==> config.mk <==
export PLATFORM = sky130hd
export DESIGN_NAME = mmcm_drp_reconfig
export DESIGN_NICKNAME = d
export VERILOG_FILES = /design/src/rtl/mmcm_drp_reconfig.sv
export SDC_FILE = /design/constraint.sdc
export NUM_CORES = 1
export LEC_CHECK = 0
export ABC_AREA = 1
export BUFFER_PORTS_ARGS = -buffer_cell sky130_fd_sc_hd__buf_2
export CAP_MARGIN = 20
export CORE_ASPECT_RATIO = 0.7
export CORE_MARGIN = 2
export CORE_UTILIZATION = 35
export CTS_CLUSTER_SIZE = 40
export DETAILED_ROUTE_END_ITERATION = 7
export GPL_TIMING_DRIVEN = 1
export MAX_ROUTING_LAYER = met4
export SKIP_CTS_REPAIR_TIMING = 1
export SLEW_MARGIN = 10
export SYNTH_ARGS = -nofsm -noshare
export SYNTH_HDL_FRONTEND = slang
export SYNTH_SLANG_ARGS = --single-unit
==> constraint.sdc <==
create_clock -name clk -period 3.58 [get_ports clk]
set_input_delay 0.358 -clock clk [delete_from_list [all_inputs] [get_ports clk]]
set_output_delay 0.358 -clock clk [all_outputs]
set_load 0.01 [all_outputs]
==> src/rtl/mmcm_drp_reconfig.sv <==
// DRP initiator that retunes MMCM CLKFBOUT multiply and CLKOUT0 divide at run time.
// Holds the MMCM in reset, read-modify-writes four counter registers, then waits for lock.
module mmcm_drp_reconfig #(
  parameter logic [6:0]  ADDR_O0_R1 = 7'h08,
  parameter logic [6:0]  ADDR_O0_R2 = 7'h09,
  parameter logic [6:0]  ADDR_FB_R1 = 7'h14,
  parameter logic [6:0]  ADDR_FB_R2 = 7'h15,
  parameter logic [15:0] KEEP_R1    = 16'h1000,
  parameter logic [15:0] KEEP_R2    = 16'hFF3F,
  parameter int          DRDY_TMO   = 255,
  parameter int          LOCK_TMO   = 65535
) (
  input  logic        clk,
  input  logic        rst_n,
  input  logic        cfg_valid,
  output logic        cfg_ready,
  input  logic [6:0]  cfg_mult,
  input  logic [7:0]  cfg_div,
  output logic        busy,
  output logic        done,
  output logic        err,
  output logic [6:0]  drp_daddr,
  output logic        drp_den,
  output logic        drp_dwe,
  output logic [15:0] drp_di,
  input  logic [15:0] drp_do,
  input  logic        drp_drdy,
  output logic        mmcm_rst,
  input  logic        mmcm_locked
);

  localparam logic [15:0] DRDY_LIM = 16'(DRDY_TMO - 1);
  localparam logic [15:0] LOCK_LIM = 16'(LOCK_TMO - 1);

  typedef enum logic [2:0] {
    IDLE, RST_ON, RD, RD_WAIT, WR, WR_WAIT, RST_OFF, LOCK_WAIT
  } state_t;

  state_t      state;
  logic [6:0]  mult;
  logic [7:0]  div;
  logic [1:0]  reg_idx;
  logic [15:0] wait_cnt;
  logic        lock_meta;
  logic        lock_sync;

  logic        cfg_ok;
  logic [7:0]  n_sel;
  logic [5:0]  hi6;
  logic [5:0]  lo6;
  logic        nocnt;
  logic        edge_bit;
  logic [15:0] new_val;
  logic [15:0] keep_mask;

  function automatic logic [6:0] addr_of(input logic [1:0] idx);
    case (idx)
      2'd0:    return ADDR_O0_R1;
      2'd1:    return ADDR_O0_R2;
      2'd2:    return ADDR_FB_R1;
      default: return ADDR_FB_R2;
    endcase
  endfunction

  assign cfg_ok = (cfg_mult >= 7'd2) && (cfg_mult <= 7'd64) &&
                  (cfg_div >= 8'd1) && (cfg_div <= 8'd128);

  // Registers 0/1 belong to CLKOUT0 (divide), 2/3 to CLKFBOUT (multiply).
  assign n_sel     = reg_idx[1] ? {1'b0, mult} : div;
  assign hi6       = n_sel[6:1];
  assign lo6       = n_sel[5:0] - n_sel[6:1];
  assign nocnt     = (n_sel == 8'd1);
  // A bypassed (divide-by-1) counter carries no half-cycle edge.
  assign edge_bit  = n_sel[0] & ~nocnt;
  assign new_val   = reg_idx[0] ? {8'h00, edge_bit, nocnt, 6'b000000}
                                : {4'b0000, hi6, lo6};
  assign keep_mask = reg_idx[0] ? KEEP_R2 : KEEP_R1;

  always_ff @(posedge clk or negedge rst_n) begin
    if (!rst_n) begin
      lock_meta <= 1'b0;
      lock_sync <= 1'b0;
    end else begin
      lock_meta <= mmcm_locked;
      lock_sync <= lock_meta;
    end
  end

  always_ff @(posedge clk or negedge rst_n) begin
    if (!rst_n) begin
      state     <= IDLE;
      cfg_ready <= 1'b1;
      busy      <= 1'b0;
      done      <= 1'b0;
      err       <= 1'b0;
      drp_daddr <= '0;
      drp_den   <= 1'b0;
      drp_dwe   <= 1'b0;
      drp_di    <= '0;
      mmcm_rst  <= 1'b0;
      mult      <= '0;
      div       <= '0;
      reg_idx   <= '0;
      wait_cnt  <= '0;
    end else begin
      done    <= 1'b0;
      err     <= 1'b0;
      drp_den <= 1'b0;
      drp_dwe <= 1'b0;
      case (state)
        IDLE: begin
          if (cfg_valid) begin
            if (cfg_ok) begin
              mult      <= cfg_mult;
              div       <= cfg_div;
              reg_idx   <= 2'd0;
              mmcm_rst  <= 1'b1;
              busy      <= 1'b1;
              cfg_ready <= 1'b0;
              state     <= RST_ON;
            end else begin
              err <= 1'b1;
            end
          end
        end
        RST_ON: begin
          drp_den   <= 1'b1;
          drp_daddr <= addr_of(2'd0);
          state     <= RD;
        end
        RD: begin
          wait_cnt <= '0;
          state    <= RD_WAIT;
        end
        RD_WAIT: begin
          if (drp_drdy) begin
            drp_den <= 1'b1;
            drp_dwe <= 1'b1;
            drp_di  <= (drp_do & keep_mask) | (new_val & ~keep_mask);
            state   <= WR;
          end else if (wait_cnt == DRDY_LIM) begin
            err       <= 1'b1;
            mmcm_rst  <= 1'b0;
            busy      <= 1'b0;
            cfg_ready <= 1'b1;
            state     <= IDLE;
          end else begin
            wait_cnt <= wait_cnt + 16'd1;
          end
        end
        WR: begin
          wait_cnt <= '0;
          state    <= WR_WAIT;
        end
        WR_WAIT: begin
          if (drp_drdy) begin
            if (reg_idx == 2'd3) begin
              mmcm_rst <= 1'b0;
              state    <= RST_OFF;
            end else begin
              reg_idx   <= reg_idx + 2'd1;
              drp_den   <= 1'b1;
              drp_daddr <= addr_of(reg_idx + 2'd1);
              state     <= RD;
            end
          end else if (wait_cnt == DRDY_LIM) begin
            err       <= 1'b1;
            mmcm_rst  <= 1'b0;
            busy      <= 1'b0;
            cfg_ready <= 1'b1;
            state     <= IDLE;
          end else begin
            wait_cnt <= wait_cnt + 16'd1;
          end
        end
        RST_OFF: begin
          wait_cnt <= '0;
          state    <= LOCK_WAIT;
        end
        LOCK_WAIT: begin
          if (lock_sync) begin
            done      <= 1'b1;
            busy      <= 1'b0;
            cfg_ready <= 1'b1;
            state     <= IDLE;
          end else if (wait_cnt == LOCK_LIM) begin
            err       <= 1'b1;
            busy      <= 1'b0;
            cfg_ready <= 1'b1;
            state     <= IDLE;
          end else begin
            wait_cnt <= wait_cnt + 16'd1;
          end
        end
        default: begin
          state <= IDLE;
        end
      endcase
    end
  end

endmodule
==> run metrics <==
Via density=4.72; Sw Share=41.1%; routed wire length=9.04 mm; detailed placer's ending HPWL=6.68 mm; Setup Skew=0.00981 ns; Clock Power Share=25.7%; count of flip-flops with a built-in enable after synthesis=0; sequential share of the synthesized area=43.2%; number of diodes=0; Die Y=90.1 um; fin crit share=81.6%; Internal=2260 uW; total gr overflow=0; # H-tree levels=3; die width=127 um; area occupied by registers=1600 um2; footprint of the multi-input gates=1760 um2; pin count of the biggest net entering global routing=34; Area Growth Syn to Fin=19.3%; crit end category=flop; 1st-pass router iterations=4; area of the core=10300 um2; Post-DRT Antenna Nets=0; Initial DRC Count=267; clk buf depth=2; Yosys cell types=30; total vias in the final route=3289; fin. max-slew vios=0; Avg Cell Area, Syn=7.38 um2; row cnt=31; wire per inst=13.0 um; Static Leak=0.00237 uW; post-synth top area share=42.5%; clock transition at the registers of the reported paths=0.05 ns; WP data required=3.79 ns; DR DRC count=0; measured slew at the worst slew-check pin=0.791 ns; critical path type=reg2reg; Flop pwr share=30.4%; status=finished clean; port buffer count=60; Final Hold Viols=0; synthesized cell area=3710 um2; RSZ-0062 raised after global routing=no; die area=11500 um2; clk_lat worst skew=0.33 ns; Yosys reg bits=64; nets=609; Yosys warnings=0; Psw=1580 uW; GR Util All Layers=17.5%; Initial Util=36.0%; Area contributors post-synth=dfrtp_1 (42%), nand2_1 (16%), o21ai_0 (6.5%), inv_1 (6.5%), nor2_1 (4.8%); CTS tree=built; Mapped Cells=503; clock net sink count=64; Clock Tree Root=clkbuf_16; area leader, netlist=dfrtp_1; Critical Path AT=3.13 ns; setup TNS=0 ns; Combinational Power Share=43.9%; first-pass GRT wire length=15.3 mm; worst hold margin=0.112 ns; top-count cell post-synth=nand2_1; Synth top cells by count=nand2_1 (158), inv_1 (64), dfrtp_1 (63); fill count=1038; pwr dens=868 nW/um2; CP Max Fanout=10; Max-Cap Viols=0; top-level I/O count=66; HP Class=in2async; ys flop type=dfrtp_1; layout cells sized above 1=16.5%; antenna violations before repair=0; CTS buffer count=9; vias in the first global route=3049; Final min period=2.92 ns; Setup-failing EPs final=0; Max Freq=342 MHz; Slew headroom=47.3%; asr flop ratio synth=100%; Placer Congestion=0.957; CP startpoint kind=flop; peak supply drop=0.287 mV
worst paths after layout:
kind                             start     endpoint  slack, ns  depth (start not counted)
setup / recovery            reg_idx[1]    drp_di[4]       0.66                         13
hold / removal                   rst_n  wait_cnt[3]       0.11                          1
max in group asynchronous        rst_n   drp_di[13]       2.54                          2
setup reg to reg            reg_idx[1]    drp_di[4]       0.66                         13
hold reg to reg              lock_meta    lock_sync       0.35                          0
min in group clk           mmcm_locked    lock_meta       0.14                          1
sequential cells by signal, summed over array words and instances, names as in the netlist, 2 cells and up:
register / cells
state: 3
drp_daddr: 3
mult: 7
reg_idx: 2
wait_cnt: 16
drp_di: 16
div: 8
logic make-up (layout without fill, tap and decap cells):
logic type / Yosys count / after routing / share of synthesized area (%)
and+or+nand+nor: 266 / 266 / 30.5
buffers and inverters: 81 / 141 / 9.51
AOI/OAI and AO/OA: 68 / 68 / 9.88
DFF: 64 / 64 / 43.2
adders and majority gates: 12 / 12 / 4.25
xor gates and xnor gates: 11 / 11 / 2.60
other: 1 / 3 / 0.101
cells in the final DEF (no fill, tap or decap):
cell,instances
ha_1,11
o221ai_1,1
nand2_1,158
o21ai_0,48
o21ai_2,1
a2bb2oi_1,3
nand3_1,32
nor3_1,6
bufinv_16,2
dfrtp_1,63
a21boi_0,1
or2_2,5
dfstp_2,1
clkbuf_8,4
nand4_1,9
inv_1,64
xnor2_1,2
nand3_2,3
conb_1,3
buf_4,2
a21oi_1,11
xor2_1,9
o21a_1,2
nor2_4,3
clkbuf_16,9
o21ai_1,1
buf_2,60
nor2_1,47
nor2_2,3
fa_1,1
routing by layer:
metal / wire, um / global-route usage (%) / vias up
met3: 541 / 4.58 / 11
met2: 3430 / 21.7 / 79
met1: 4930 / 27.0 / 1494
met4: 142 / 5.95 / 0
li1: - / - / 1705
met5: 0 / - / -
worst max-delay path, stage by stage (launching register included):
cell,delay (ns)
dfrtp_1,0.53
inv_1,0.19
or2_2,0.30
o21ai_0,0.18
inv_1,0.16
ha_1,0.26
fa_1,0.44
or2_2,0.29
nand2_1,0.07
nand2_1,0.06
nand2_1,0.06
nand2_1,0.04
a21oi_1,0.11
o21ai_0,0.09
metrics by stage:
step	setup WS [ns]	instances	power [uW]	utilization (%)	instance area [um2]
after detailed placement	0.667	682	2860	39.6	4090
final	0.660	697	3840	42.9	4430
after floorplan	1.04	505	2420	-	3720
after global routing	0.435	697	4200	42.9	4430
after CTS	0.667	697	3870	42.9	4430
after global placement	0.782	682	2830	39.6	4090
final cells by class:
cell class | count | area share, %
repair buffers | 62 | 7.12
flip-flops and latches | 64 | 36.2
clock buffers | 13 | 6.33
inverters | 64 | 5.43
well taps | 132 | 3.73
clock inverters | 2 | 1.36
multi-input cells | 360 | 39.8
power groups by stage:
stage	combinational, uW	clock (uW)	sequential [uW]
after floorplan	1250	0	1170
after global placement	1650	0	1170
after detailed placement	1680	0	1180
after CTS	1690	1010	1170
after global routing	1950	1040	1210
final	1690	988	1170
Power figures use the tool's default switching activity.
